$ cat src/rtl/gsram_port_arbiter_pkg.sv
`default_nettype none
// ============================================================================
// Module   : gsram_arb_pkg
// Brief    : Shared types and constants for the generic-SRAM port arbiter.
// Revision : 1.0 - initial release
// ============================================================================
package gsram_arb_pkg;

  localparam int ABITS_DEF = 10;
  localparam int DBITS_DEF = 16;
  localparam int NREQ_MAX  = 8;
  localparam int TAG_IDW   = $clog2(NREQ_MAX);

  // One outstanding read per SRAM port: who asked, and whether it is live
  typedef struct packed {
    logic               valid;
    logic [TAG_IDW-1:0] id;
  } tag_t;

  function automatic tag_t make_tag(input logic v, input logic [TAG_IDW-1:0] id);
    tag_t t;
    t.valid = v;
    t.id    = id;
    return t;
  endfunction

endpackage
`default_nettype wire

$ cat src/rtl/gsram_port_arbiter_if.sv
`default_nettype none
// ============================================================================
// Module   : gsram_port_arbiter_if
// Brief    : Requester-side bus and dual-port SRAM macro pins of the arbiter.
//            master = requesters + SRAM macro, slave = arbiter.
// Revision : 1.0 - initial release
// ============================================================================
interface gsram_port_arbiter_if
  import gsram_arb_pkg::*;
#(
  parameter int NREQ  = 4,
  parameter int ABITS = ABITS_DEF,
  parameter int DBITS = DBITS_DEF
);

  logic [NREQ-1:0]       req_valid;
  logic [NREQ-1:0]       req_ready;
  logic [NREQ-1:0]       req_we;
  logic [NREQ*ABITS-1:0] req_addr;
  logic [NREQ*DBITS-1:0] req_wdata;
  logic [NREQ-1:0]       rsp_valid;
  logic [NREQ*DBITS-1:0] rsp_rdata;

  logic [ABITS-1:0]      sram_a0;
  logic [ABITS-1:0]      sram_a1;
  logic [DBITS-1:0]      sram_d0;
  logic [DBITS-1:0]      sram_d1;
  logic [DBITS-1:0]      sram_q0;
  logic [DBITS-1:0]      sram_q1;
  logic                  sram_ce0;
  logic                  sram_ce1;
  logic                  sram_we0;
  logic                  sram_we1;
  logic [DBITS-1:0]      sram_wem0;
  logic [DBITS-1:0]      sram_wem1;

  modport master (
    output req_valid, req_we, req_addr, req_wdata, sram_q0, sram_q1,
    input  req_ready, rsp_valid, rsp_rdata,
    input  sram_a0, sram_a1, sram_d0, sram_d1, sram_ce0, sram_ce1,
    input  sram_we0, sram_we1, sram_wem0, sram_wem1
  );

  modport slave (
    input  req_valid, req_we, req_addr, req_wdata, sram_q0, sram_q1,
    output req_ready, rsp_valid, rsp_rdata,
    output sram_a0, sram_a1, sram_d0, sram_d1, sram_ce0, sram_ce1,
    output sram_we0, sram_we1, sram_wem0, sram_wem1
  );

endinterface
`default_nettype wire

$ cat src/rtl/gsram_port_arbiter_rr_pick.sv
`default_nettype none
// ============================================================================
// Module   : rr_pick
// Brief    : Rotating first-one picker. Scans valid & ~excl starting at
//            'start' and wrapping; returns one-hot grant and its index.
// Revision : 1.0 - initial release
// ============================================================================
module rr_pick #(
  parameter int N  = 4,
  parameter int PW = $clog2(N)
)(
  input  logic [N-1:0]  valid,
  input  logic [PW-1:0] start,
  input  logic [N-1:0]  excl,
  output logic [N-1:0]  gnt,
  output logic [PW-1:0] idx,
  output logic          found
);

  logic [PW:0]   w_pos;
  logic [PW-1:0] w_j;

  // Walk the N positions from start, modulo N, keeping the first eligible one
  always_comb begin
    gnt   = '0;
    idx   = '0;
    found = 1'b0;
    w_pos = '0;
    w_j   = '0;
    for (int k = 0; k < N; k++) begin
      w_pos = {1'b0, start} + (PW+1)'(k);
      if (w_pos >= (PW+1)'(N)) begin
        w_pos = w_pos - (PW+1)'(N);
      end
      w_j = w_pos[PW-1:0];
      if (!found && valid[w_j] && !excl[w_j]) begin
        found    = 1'b1;
        gnt[w_j] = 1'b1;
        idx      = w_j;
      end
    end
  end

endmodule
`default_nettype wire

$ cat src/rtl/gsram_port_arbiter.sv
`default_nettype none
// ============================================================================
// Module   : gsram_port_arbiter
// Brief    : Round-robin arbiter sharing one dual-port SRAM macro among NREQ
//            requesters. Up to two grants per cycle (one per port), same-
//            address write hazards kept off port 1, read data routed back by
//            per-port tag with a fixed latency of two cycles.
// Revision : 1.0 - initial release
// ============================================================================
module gsram_port_arbiter
  import gsram_arb_pkg::*;
#(
  parameter int NREQ  = 4,
  parameter int ABITS = ABITS_DEF,
  parameter int DBITS = DBITS_DEF,
  parameter int PW    = $clog2(NREQ)
)(
  input logic               clk,
  input logic               rstn,
  gsram_port_arbiter_if.slave bus
);

  logic [ABITS-1:0]      w_addr  [NREQ];
  logic [DBITS-1:0]      w_wdata [NREQ];

  logic [PW-1:0]         r_rr_ptr;
  tag_t                  r_tag0;
  tag_t                  r_tag1;
  logic [NREQ-1:0]       r_rsp_valid;
  logic [NREQ*DBITS-1:0] r_rsp_rdata;

  logic [NREQ-1:0]       w_gnt0;
  logic [NREQ-1:0]       w_gnt1;
  logic [NREQ-1:0]       w_valid1;
  logic [NREQ-1:0]       w_haz;
  logic [PW-1:0]         w_idx0;
  logic [PW-1:0]         w_idx1;
  logic [PW-1:0]         w_start1;
  logic [PW-1:0]         w_next1;
  logic [PW-1:0]         w_ptr_nxt;
  logic                  w_found0;
  logic                  w_found1;
  logic                  w_act0;
  logic                  w_act1;
  logic                  w_we0;
  logic                  w_we1;

  generate
    for (genvar gi = 0; gi < NREQ; gi++) begin : g_unpack
      assign w_addr[gi]  = bus.req_addr[gi*ABITS +: ABITS];
      assign w_wdata[gi] = bus.req_wdata[gi*DBITS +: DBITS];
    end
  endgenerate

  // Port 0: plain round-robin from the priority pointer
  rr_pick #(.N(NREQ), .PW(PW)) u_pick0 (
    .valid (bus.req_valid),
    .start (r_rr_ptr),
    .excl  ({NREQ{1'b0}}),
    .gnt   (w_gnt0),
    .idx   (w_idx0),
    .found (w_found0)
  );

  assign w_start1 = (w_idx0 == PW'(NREQ-1)) ? '0 : w_idx0 + 1'b1;
  assign w_next1  = (w_idx1 == PW'(NREQ-1)) ? '0 : w_idx1 + 1'b1;

  // Port-1 candidates: drop the port-0 winner and any same-address access
  // that would race a write on the other port
  always_comb begin
    w_valid1 = bus.req_valid & ~w_gnt0;
    w_haz    = '0;
    for (int i = 0; i < NREQ; i++) begin
      w_haz[i] = w_found0 && (w_addr[i] == w_addr[w_idx0]) &&
                 (bus.req_we[i] || bus.req_we[w_idx0]);
    end
  end

  // Port 1: continue the rotation just after the port-0 winner
  rr_pick #(.N(NREQ), .PW(PW)) u_pick1 (
    .valid (w_valid1),
    .start (w_start1),
    .excl  (w_haz),
    .gnt   (w_gnt1),
    .idx   (w_idx1),
    .found (w_found1)
  );

  // Nothing is granted while reset is held
  assign w_act0 = rstn & w_found0;
  assign w_act1 = rstn & w_found1;
  assign w_we0  = w_act0 & bus.req_we[w_idx0];
  assign w_we1  = w_act1 & bus.req_we[w_idx1];

  assign bus.req_ready = rstn ? (w_gnt0 | w_gnt1) : '0;

  assign bus.sram_ce0  = w_act0;
  assign bus.sram_we0  = w_we0;
  assign bus.sram_a0   = w_act0 ? w_addr[w_idx0]  : '0;
  assign bus.sram_d0   = w_act0 ? w_wdata[w_idx0] : '0;
  assign bus.sram_wem0 = '1;

  assign bus.sram_ce1  = w_act1;
  assign bus.sram_we1  = w_we1;
  assign bus.sram_a1   = w_act1 ? w_addr[w_idx1]  : '0;
  assign bus.sram_d1   = w_act1 ? w_wdata[w_idx1] : '0;
  assign bus.sram_wem1 = '1;

  // Priority moves one past the last requester served this cycle
  always_comb begin
    w_ptr_nxt = r_rr_ptr;
    if (w_act1) begin
      w_ptr_nxt = w_next1;
    end else if (w_act0) begin
      w_ptr_nxt = w_start1;
    end
  end

  // Pointer, read tags and response registers; reset drops in-flight reads
  always_ff @(posedge clk) begin
    if (!rstn) begin
      r_rr_ptr    <= '0;
      r_tag0      <= '0;
      r_tag1      <= '0;
      r_rsp_valid <= '0;
      r_rsp_rdata <= '0;
    end else begin
      r_rr_ptr <= w_ptr_nxt;
      r_tag0   <= make_tag(w_act0 & ~w_we0, TAG_IDW'(w_idx0));
      r_tag1   <= make_tag(w_act1 & ~w_we1, TAG_IDW'(w_idx1));
      for (int i = 0; i < NREQ; i++) begin
        r_rsp_valid[i] <= (r_tag0.valid && (r_tag0.id == TAG_IDW'(i))) ||
                          (r_tag1.valid && (r_tag1.id == TAG_IDW'(i)));
        if (r_tag0.valid && (r_tag0.id == TAG_IDW'(i))) begin
          r_rsp_rdata[i*DBITS +: DBITS] <= bus.sram_q0;
        end else if (r_tag1.valid && (r_tag1.id == TAG_IDW'(i))) begin
          r_rsp_rdata[i*DBITS +: DBITS] <= bus.sram_q1;
        end
      end
    end
  end

  assign bus.rsp_valid = r_rsp_valid;
  assign bus.rsp_rdata = r_rsp_rdata;

endmodule
`default_nettype wire

$ cat src/flat_wrapper.sv
// flat-port wrapper written by rule: the top's interface ports become plain ports
module gsram_port_arbiter_flat import gsram_arb_pkg::*;
#(
  parameter int NREQ  = 4,
  parameter int ABITS = ABITS_DEF,
  parameter int DBITS = DBITS_DEF,
  parameter int PW    = $clog2(NREQ)
)
  (clk, rstn, bus_req_valid, bus_req_we, bus_req_addr, bus_req_wdata, bus_sram_q0, bus_sram_q1, bus_req_ready, bus_rsp_valid, bus_rsp_rdata, bus_sram_a0, bus_sram_a1, bus_sram_d0, bus_sram_d1, bus_sram_ce0, bus_sram_ce1, bus_sram_we0, bus_sram_we1, bus_sram_wem0, bus_sram_wem1);
  gsram_port_arbiter_if #(.NREQ(NREQ), .ABITS(ABITS), .DBITS(DBITS)) bus_i ();
  input logic clk;
  input logic rstn;
  input wire logic [$bits(bus_i.req_valid)-1:0] bus_req_valid;
  input wire logic [$bits(bus_i.req_we)-1:0] bus_req_we;
  input wire logic [$bits(bus_i.req_addr)-1:0] bus_req_addr;
  input wire logic [$bits(bus_i.req_wdata)-1:0] bus_req_wdata;
  input wire logic [$bits(bus_i.sram_q0)-1:0] bus_sram_q0;
  input wire logic [$bits(bus_i.sram_q1)-1:0] bus_sram_q1;
  output wire logic [$bits(bus_i.req_ready)-1:0] bus_req_ready;
  output wire logic [$bits(bus_i.rsp_valid)-1:0] bus_rsp_valid;
  output wire logic [$bits(bus_i.rsp_rdata)-1:0] bus_rsp_rdata;
  output wire logic [$bits(bus_i.sram_a0)-1:0] bus_sram_a0;
  output wire logic [$bits(bus_i.sram_a1)-1:0] bus_sram_a1;
  output wire logic [$bits(bus_i.sram_d0)-1:0] bus_sram_d0;
  output wire logic [$bits(bus_i.sram_d1)-1:0] bus_sram_d1;
  output wire logic [$bits(bus_i.sram_ce0)-1:0] bus_sram_ce0;
  output wire logic [$bits(bus_i.sram_ce1)-1:0] bus_sram_ce1;
  output wire logic [$bits(bus_i.sram_we0)-1:0] bus_sram_we0;
  output wire logic [$bits(bus_i.sram_we1)-1:0] bus_sram_we1;
  output wire logic [$bits(bus_i.sram_wem0)-1:0] bus_sram_wem0;
  output wire logic [$bits(bus_i.sram_wem1)-1:0] bus_sram_wem1;
  assign bus_i.req_valid = bus_req_valid;
  assign bus_i.req_we = bus_req_we;
  assign bus_i.req_addr = bus_req_addr;
  assign bus_i.req_wdata = bus_req_wdata;
  assign bus_i.sram_q0 = bus_sram_q0;
  assign bus_i.sram_q1 = bus_sram_q1;
  assign bus_req_ready = bus_i.req_ready;
  assign bus_rsp_valid = bus_i.rsp_valid;
  assign bus_rsp_rdata = bus_i.rsp_rdata;
  assign bus_sram_a0 = bus_i.sram_a0;
  assign bus_sram_a1 = bus_i.sram_a1;
  assign bus_sram_d0 = bus_i.sram_d0;
  assign bus_sram_d1 = bus_i.sram_d1;
  assign bus_sram_ce0 = bus_i.sram_ce0;
  assign bus_sram_ce1 = bus_i.sram_ce1;
  assign bus_sram_we0 = bus_i.sram_we0;
  assign bus_sram_we1 = bus_i.sram_we1;
  assign bus_sram_wem0 = bus_i.sram_wem0;
  assign bus_sram_wem1 = bus_i.sram_wem1;
  gsram_port_arbiter #(.NREQ(NREQ), .ABITS(ABITS), .DBITS(DBITS), .PW(PW)) u_core (.clk(clk), .rstn(rstn), .bus(bus_i));
endmodule
$ cat config.mk
export PLATFORM = sky130hd
export DESIGN_NAME = gsram_port_arbiter_flat
export DESIGN_NICKNAME = d
export VERILOG_FILES = /design/src/rtl/gsram_port_arbiter_pkg.sv /design/src/rtl/gsram_port_arbiter_if.sv /design/src/rtl/gsram_port_arbiter_rr_pick.sv /design/src/rtl/gsram_port_arbiter.sv /design/src/flat_wrapper.sv
export SDC_FILE = /design/constraint.sdc
export NUM_CORES = 1
export LEC_CHECK = 0
export ABC_AREA = 1
export CORE_MARGIN = 4
export CORE_UTILIZATION = 40
export DETAILED_ROUTE_END_ITERATION = 12
export PLACE_DENSITY = 0.77
export SYNTH_ARGS = -nofsm -noshare
export SYNTH_HDL_FRONTEND = slang
export SYNTH_SLANG_ARGS = --single-unit
$ cat constraint.sdc
create_clock -name clk -period 7.4 [get_ports clk]
set_clock_uncertainty 0.2 [all_clocks]
set_input_delay 1.48 -clock clk [delete_from_list [all_inputs] [get_ports clk]]
set_output_delay 1.48 -clock clk [all_outputs]
set_load 0.02 [all_outputs]
---- After elaboration in Yosys (flattened, before gate mapping) ----
Cells that the tools add are included.
storage, ports and cells
  bits in registers ....................... 78
  input bits .............................. 146
  output and inout port bits .............. 160
  logic and storage cells ................. 267
cells by class
  $add $sub $neg .......................... 16
  $lt $le $gt $ge ......................... 28
  eq/ne operators ......................... 12
  muxes and demuxes ....................... 113
  bitwise gates (word level) .............. 19
  reduce and logical (&&, ||, !) cells .... 67
operator list
  kind                   number
  $mux W16               14
  $bmux W16 S2           2
  $mux W10               6
  $bmux W10 S2           2
  $eq A10 B10 Y1         4
  $mux W2                20
  $logic_and A1 B1 Y1    38
  $bmux W1 S2            18
  $mux W4                9
  $mux W1                34
  $lt A2 B3 Y1 const B   10
  $or A4 B4 Y4           7
  $ge A3 B3 Y1 const B   8
  $demux W1 S2           8
  $ge A2 B1 Y1 const B   8
  $sub A2 B1 Y2 const B  8
  $logic_not A1 Y1       14
  $add A2 B2 Y3 const B  4
  $eq A3 B2 Y1 const B   4
  $reduce_bool A2 Y1     5
  $logic_or A1 B1 Y1     8
  $add A2 B1 Y3 const B  2
  $and A1 B1 Y1          6
  $eq A3 B1 Y1 const B   2
  other kinds (8)        14

---- Longest topological paths before layout ----
Gate-level depths: netlist of the first run.
  depth in word-level cells ............... 48
  gate-level depth with buffers ........... 34
  gate-level depth less buffers ........... 31

---- Hierarchy ----
Synthesis of the first run repeated with hierarchy kept, for this count alone.
second synthesis, totals
  cell total of the unflattened synthesis .. 1229
  area, all modules ....................... 7268.2 sq um
modules (own cells, without submodules)
  module                     instances  cells each  area each (sq um)  seq. area each (sq um)
  gsram_port_arbiter         1          1054        6289.8             1521.5
  rr_pick at u_core.u_pick0  1          88          495.5              0.0
  rr_pick at u_core.u_pick1  1          87          483.0              0.0

---- Least setup slack after synthesis of the first run ----
No wires, ideal clock.
  path type ............................... input-to-output
  start point ............................. input bus_req_valid[2]
  end point ............................... output bus_sram_a1[0]
  arrival ................................. 4.958 ns
  data required time ...................... 5.720 ns
  slack ................................... 0.762 ns
  stages .................................. 25
  path buffers ............................ 4
  cell sequence ........................... inv_1 > nand2_2 > nand3_2 > nand2_2 > inv_2 > o21ai_1 > nand2_2 > nand3_2 > inv_2 > buf_2 > buf_1 > buf_1 > ha_1 > inv_1 > nand3_1 > o22ai_1 > nand3_1 > o21ai_0 > nand2_1 > nand2_1 > inv_2 > clkbuf_1 > nand3_1 > nand3_1 > nor2_1
between the ends
  cells in the longest elaborated chain, start to end .. 45
  elaborated cells on any way between the ends .. 119
  those cells by class .................... add/sub: 8; order compare: 4; eq/ne: 5; mux: 58; bitwise: 8; reduce/logical: 36
ends and longest elaborated chain
  element                                                 line                              text
  from (decl)                                             flat_wrapper.sv:13                input wire logic [$bits(bus_i.req_valid)-1:0] bus_req_valid;
  $bmux W1 S2                                             gsram_port_arbiter_rr_pick.sv:36  if (!found && valid[w_j] && !excl[w_j]) begin
  $mux W1 (not written as such)                           gsram_port_arbiter_rr_pick.sv:36
  $logic_and A1 B1 Y1                                     gsram_port_arbiter_rr_pick.sv:36
  $mux W1                                                 gsram_port_arbiter_rr_pick.sv:36
  $logic_not A1 Y1                                        gsram_port_arbiter_rr_pick.sv:36
  $logic_and A1 B1 Y1 (2 in series)                       gsram_port_arbiter_rr_pick.sv:36
  $mux W1                                                 gsram_port_arbiter_rr_pick.sv:36
  $logic_not A1 Y1                                        gsram_port_arbiter_rr_pick.sv:36
  $logic_and A1 B1 Y1 (2 in series)                       gsram_port_arbiter_rr_pick.sv:36
  $mux W1                                                 gsram_port_arbiter_rr_pick.sv:36
  $logic_not A1 Y1                                        gsram_port_arbiter_rr_pick.sv:36
  $logic_and A1 B1 Y1 (2 in series)                       gsram_port_arbiter_rr_pick.sv:36
  $mux W2 *                                               gsram_port_arbiter_rr_pick.sv:36
  net u_core.u_pick0.idx[0]                               gsram_port_arbiter_rr_pick.sv:16  output logic [PW-1:0] idx,
  branches (longest 28 deep; another with $add A2 B1 Y3)  -
  $mux W10 *                                              gsram_port_arbiter.sv:105         assign bus.sram_a1 = w_act1 ? w_addr[w_idx1] : '0;
  to (decl)                                               flat_wrapper.sv:23                output wire logic [$bits(bus_i.sram_a1)-1:0] bus_sram_a1;
Mark *: on every way through the listed nets, which the timed path passes. The select of a mux whose other input is x is not followed.

---- Final worst setup path of the first run ----
  start point ............................. input bus_req_valid[2]
  end point ............................... output bus_sram_a1[5]
between the ends
  cells in the longest elaborated chain, start to end .. 45
  elaborated cells on any way between the ends .. 119
  those cells by class .................... add/sub: 8; order compare: 4; eq/ne: 5; mux: 58; bitwise: 8; reduce/logical: 36
ends and longest elaborated chain
  element                                               line
  branches (longest 44 deep; another with $bmux W1 S2)  -
  $mux W10 *                                            gsram_port_arbiter.sv:105
Every way passes the cells marked *. The select of a mux whose other input is x is not followed.

==> results of run 1 <==
==> worst paths after layout <==
path | from | slack, ps | end
max | bus_req_valid[2] | 200 | bus_sram_a1[5]
min | u_core.bus.rsp_rdata[28] | 260 | u_core.bus.rsp_rdata[28]
max reg2reg | u_core.r_rr_ptr[0] | 2530 | u_core.r_rr_ptr[0]
min reg2reg | u_core.bus.rsp_rdata[28] | 260 | u_core.bus.rsp_rdata[28]
==> cell type report <==
type | instances | area (um^2)
tap | 234 | 292.8
clock inverter | 6 | 63.81
fill | 1769 | 6945
sequential | 76 | 1521
multi-input combinational | 1037 | 5089
inverter | 178 | 680.7
timing repair buffer | 412 | 3821
clock buffer | 10 | 229.0
==> Yosys cell counts (all sizes together) (2+ instances only) <==
cell / count
nor3: 21
clkbuf: 44
a31oi: 4
nand3: 168
clkinv: 5
buf: 66
o22ai: 7
a21oi: 103
nor2: 136
dfxtp: 76
inv: 173
o21ai: 194
o311ai: 4
a221oi: 2
nand2: 321
ha: 8
nand4: 32
==> state kept, by name, indices dropped and copies added (netlist names) <==
name / cells
u_core.bus.rsp_rdata: 64
u_core.bus.rsp_valid: 4
u_core.r_rr_ptr: 2
u_core.r_tag0: 3
u_core.r_tag1: 3
==> cells by family after synthesis <==
group                    after synthesis
flip-flops                            76
AND/OR/NAND/NOR                      679
AO/OA/AOI/OAI                        317
XOR/XNOR                               1
other                                  1
adder cells (fa/ha/maj)                8
buffers and inverters                288
==> per-stage QoR <==
stage,worst slack (ps),instances,util (%),hold WS [ps]
detailed placement,-381.6,1925,59.30,256.8
global placement,-286.9,1925,59.30,251.5
floorplan,762.3,1401,-,345.0
finish,203.0,1953,62.75,264.2
CTS,2.997,1947,61.41,265.9
global route,-89.17,1953,62.75,290.3
==> per-layer routing <==
metal  up-vias  global-route usage (%)
li1       5109                       -
met2       586                   48.45
met1      4829                   35.60
met3        71                   6.353
met5         -                       0
met4         0                   8.025
==> worst register-to-register path: cells and delay by family, from the launching register on <==
family / cells / cell delay, ps
AO/OA/AOI/OAI: 1 / 170
adder cells (fa/ha/maj): 1 / 410
buffers and inverters: 9 / 1180
flip-flops: 1 / 690
AND/OR/NAND/NOR: 21 / 2110
==> timing repair <==
action / in CTS / in global routing
cloned: 0 / 2
endpoints found under the hold margin: 0 / 0
setup buffers: 6 / 5
pin swaps: 1 / 26
setup endpoints to repair: 31 / 31
gates resized for setup: 64 / 128
==> out/metrics.cfg, run 1 <==
[outcome]
status = finished clean

[logic_synthesis]
synth_area_um2 = 7561
synth_top_cell_by_area = dfxtp_1
synth-adder-area-share_pct = 1.324
ys_warn_count = 0
synth_xor_area_share_pct = 0.1158
ys_types = 38
synth_edf_count = 0
ys_seq_area_share_pct = 20.12
syn_inst = 1370
synthArstFlopShare_pct = 0
synth_simple_gate_area_share_pct = 39.12
avgSynthCellArea_um2 = 5.519
ys_top_cells_by_area = dfxtp_1 (20%), nand2_1 (15%), o21ai_0 (12%)
synthMuxAreaShare_pct = 0
synth_top_flop_cell = dfxtp_1
synth_compound_area_share_pct = 21.78
synth_top_area_share_pct = 20.12
synth_top_family_by_area = simple AND/OR/NAND/NOR gates
ys_seq_elements = 76

[finish]
mostFrequentLayoutCell = nand2_1
drive_gt1_share_pct = 16.06
syn_to_final_growth_pct = 54.71
antenna_cells = 0
final_cell_mix = nand2_1 (286), clkdlybuf4s50_1 (238), o21ai_0 (175)
nNetsFinal = 1868
final_area_um2 = 11700

[setup_path]
crit_type = in2out
worstSetupStartpointType = input port
cp_max_fo = 10
cp_num_buf_inv = 10
r2r.worst_path.cells = 32
critPathArrivalTime_ps = 5520
cpPeakStageDelay_ps = 440
worstSetupPathDepth = 33
end_kind = output port
critical-path-top-delay-family = simple AND/OR/NAND/NOR gates
crit_required_ps = 5720
worst_path_max_delay_cell = clkdlybuf4s50_1

[clock_network]
cts_tree = done
clk_latency_ps = 330
clk_pin_slew_ps = 60
ctsLongestPathBuffers = 2
hold_buffers = 0
cts_buffers = 9
cts_root_buffer = clkbuf_16
cts_sinks = 76
htree_levels = 3

[placement]
post-dp-hpwl_um = 24620
portBuffers = 273
place_congestion = 0.9920
dpl-instance-area_um2 = 11060

[grt]
grt_antenna_before_repair = 0
grt_pass1_vias = 9859
grt_overflow_total = 0
grt_usage_pct = 28.22
grt_max_degree = 66
grt_pass1_wl_um = 50360

[timing]
setup_violations = 0
worst_pin_slew_ps = 852.3
final-hold-violation-count = 0
min_period_ps = 7197
finalCritPeriodShare_pct = 97.26
setup_tns_ps = 0
drv_slew = 0
slew_headroom_pct = 42.74
rsz0062_at_grt = yes
fmax_ghz = 0.1389

[floorplan]
fp.dieH_um = 145.5
initial_core_util_pct = 40.56
rows = 50
die_w_um = 145.5
design.core.area_um2 = 18640
dieArea_um2 = 21170
io_pins = 306

[drt]
wl_met3_um = 3129
routedWlPerCell_um = 16.72
dr_total_vias = 10600
route.antenna.remaining_nets = 0
wl_met1_um = 13290
dr.max_layer_used = met4
drc = 0
via_per_inst = 5.425
drt_iter0_drc = 932
dr_wl_met2_um = 15390
dr.pass1.iters = 6
wl_um = 32660

[flow_run]
drv_cap = 0

[worst_hold_path]
whs_path_depth = 2
hold_path.class = reg2reg

Power of run 1 is not shown: default switching activity piles up to over one toggle a cycle in this logic, so the estimate is an artifact.
==> inputs of run 2 (changes only) <==
--- a/config.mk
+++ b/config.mk
@@ -10,6 +10,7 @@
 export CORE_UTILIZATION = 40
 export DETAILED_ROUTE_END_ITERATION = 12
 export PLACE_DENSITY = 0.77
+export REMOVE_ABC_BUFFERS = 1
 export SYNTH_ARGS = -nofsm -noshare
 export SYNTH_HDL_FRONTEND = slang
 export SYNTH_SLANG_ARGS = --single-unit
==> out/metrics.cfg, run 2 (synthesis results as in run 1) <==
[outcome]
status = finished clean  ; unchanged

[floorplan]
dieArea_um2 = 21170  ; unchanged
initial_core_util_pct = 40.56  ; unchanged
design.core.area_um2 = 18640  ; unchanged
io_pins = 306  ; unchanged
die_w_um = 145.5  ; unchanged
fp.dieH_um = 145.5  ; unchanged
rows = 50  ; unchanged

[timing]
final-hold-violation-count = 0  ; unchanged
min_period_ps = 7058  ; was 7197 ps
worst_pin_slew_ps = 902.2  ; was 852.3 ps
rsz0062_at_grt = no  ; was yes
fmax_ghz = 0.1417  ; was 0.1389 GHz
hold-worst-slack_ps = 263.5  ; was 264.2 ps
setup_violations = 0  ; unchanged
finalCritPeriodShare_pct = 95.38  ; was 97.26%
slew_headroom_pct = 39.79  ; was 42.74%
drv_slew = 0  ; unchanged

[grt]
grt_pass1_wl_um = 48530  ; was 50360 um
grt_antenna_before_repair = 0  ; unchanged
grt_overflow_total = 0  ; unchanged
grt_max_degree = 39  ; was 66
grt_usage_pct = 27.32  ; was 28.22%
grt_pass1_vias = 9442  ; was 9859

[clock_network]
htree_levels = 3  ; unchanged
cts_tree = done  ; unchanged
hold_buffers = 0  ; unchanged
clk_latency_ps = 330  ; about the same
ctsLongestPathBuffers = 2  ; unchanged
cts_sinks = 76  ; unchanged
cts_buffers = 9  ; unchanged
clk_pin_slew_ps = 50  ; was 60 ps
cts_root_buffer = clkbuf_16  ; unchanged

[finish]
fillers = 1788  ; was 1769
syn_to_final_growth_pct = 54.01  ; was 54.71%
antenna_cells = 0  ; unchanged
largest_reg_flops = 64  ; unchanged
drive_gt1_share_pct = 13.38  ; was 16.06%
mostFrequentLayoutCell = nand2_1  ; unchanged
nNetsFinal = 1845  ; was 1868
final_cell_mix = nand2_1 (290), clkdlybuf4s50_1 (239), o21ai_0 (176)  ; was nand2_1 (286), clkdlybuf4s50_1 (238), o21ai_0 (175)

[setup_path]
cpPeakStageDelay_ps = 660  ; was 440 ps
critPathArrivalTime_ps = 5380  ; was 5520 ps
cp_max_fo = 4  ; was 10
rrSetupSlack_ps = 2510  ; was 2530 ps
end_kind = output port  ; unchanged
crit_required_ps = 5720  ; about the same
worst_path_max_delay_cell = clkdlybuf4s50_1  ; unchanged
crit_type = in2out  ; unchanged
worstSetupStartpointType = input port  ; unchanged

[drt]
route.antenna.remaining_nets = 0  ; unchanged
dr_total_vias = 10470  ; was 10600
routedWlPerCell_um = 16.75  ; was 16.72 um
drt_iter0_drc = 932  ; unchanged
drc = 0  ; unchanged
dr.pass1.iters = 5  ; was 6
via_per_inst = 5.426  ; was 5.425
wl_um = 32320  ; was 32660 um

[worst_hold_path]
hold_path.class = reg2reg  ; unchanged

[placement]
post-dp-hpwl_um = 23650  ; was 24620 um
portBuffers = 273  ; unchanged
place_congestion = 1.008  ; was 0.9920

[flow_run]
drv_cap = 0  ; unchanged

run 2: cell types whose count changed in the layout (fill, tap and decap cells not counted), moves of 7 or more:
| cell | before | now |
|---|---|---|
| buf_4 | 127 | 91 |
| buf_12 | 5 | 13 |
| nand3_2 | 23 | 16 |
| nand3_1 | 142 | 152 |
| buf_2 | 8 | 0 |
run 2: final timing paths:
path,startpoint,to,depth (start not counted)
max,bus_req_valid[3],bus_req_ready[3],29
min reg2reg,u_core.bus.rsp_rdata[16],u_core.bus.rsp_rdata[16],2
max reg2reg,u_core.r_rr_ptr[0],u_core.r_tag1[3],32
min,u_core.bus.rsp_rdata[16],u_core.bus.rsp_rdata[16],2
run 2: area by class of cell:
cell class | count | area, um^2 | area share [%]
clock buffer | 11 | 252.7 | 2.170
timing repair buffer | 388 | 3829 | 32.88
multi-input combinational | 1038 | 5031 | 43.20
clock inverter | 5 | 36.28 | 0.3116
inverter | 178 | 681.9 | 5.856
sequential | 76 | 1521 | 13.07
tap | 234 | 292.8 | 2.514
run 2: repair_timing:
item,in CTS,in global routing
buffers inserted,0,19
gates resized for setup,38,111
endpoints found under the setup margin,31,32
pin swaps,0,21
cloned,0,6
run 2: per-stage QoR:
step / setup slack (ps) / cells / TNS (ps) / cell area [um^2] / utilization (%)
after detailed placement: -371.9 / 1889 / -7765 / 10870 / 58.32
final: 341.7 / 1930 / 0 / 11640 / 62.46
after CTS: 12.42 / 1905 / 0 / 11160 / 59.88
after floorplan: -1818 / 1291 / -50190 / 7029 / -
after global placement: -359.2 / 1889 / -6734 / 10870 / 58.32
after global routing: 75.50 / 1930 / 0 / 11640 / 62.46
run 2: metal layers:
layer	global-route usage, %	routed length [um]	up-vias	share of wire (%)
met2	48.59	15370	591	48
met4	7.312	1105	0	3.4
met1	32.13	12350	4711	38
met3	8.004	3501	90	11
met5	0	0	-	0
li1	-	-	5080	-
run 2: critical path: cells and delay by family:
kind / cells / cell delay [ps]
AND/OR/NAND/NOR: 19 / 1970
buffers and inverters: 7 / 1440
AO/OA/AOI/OAI: 3 / 460
Power of run 2 is left out for the same reason.
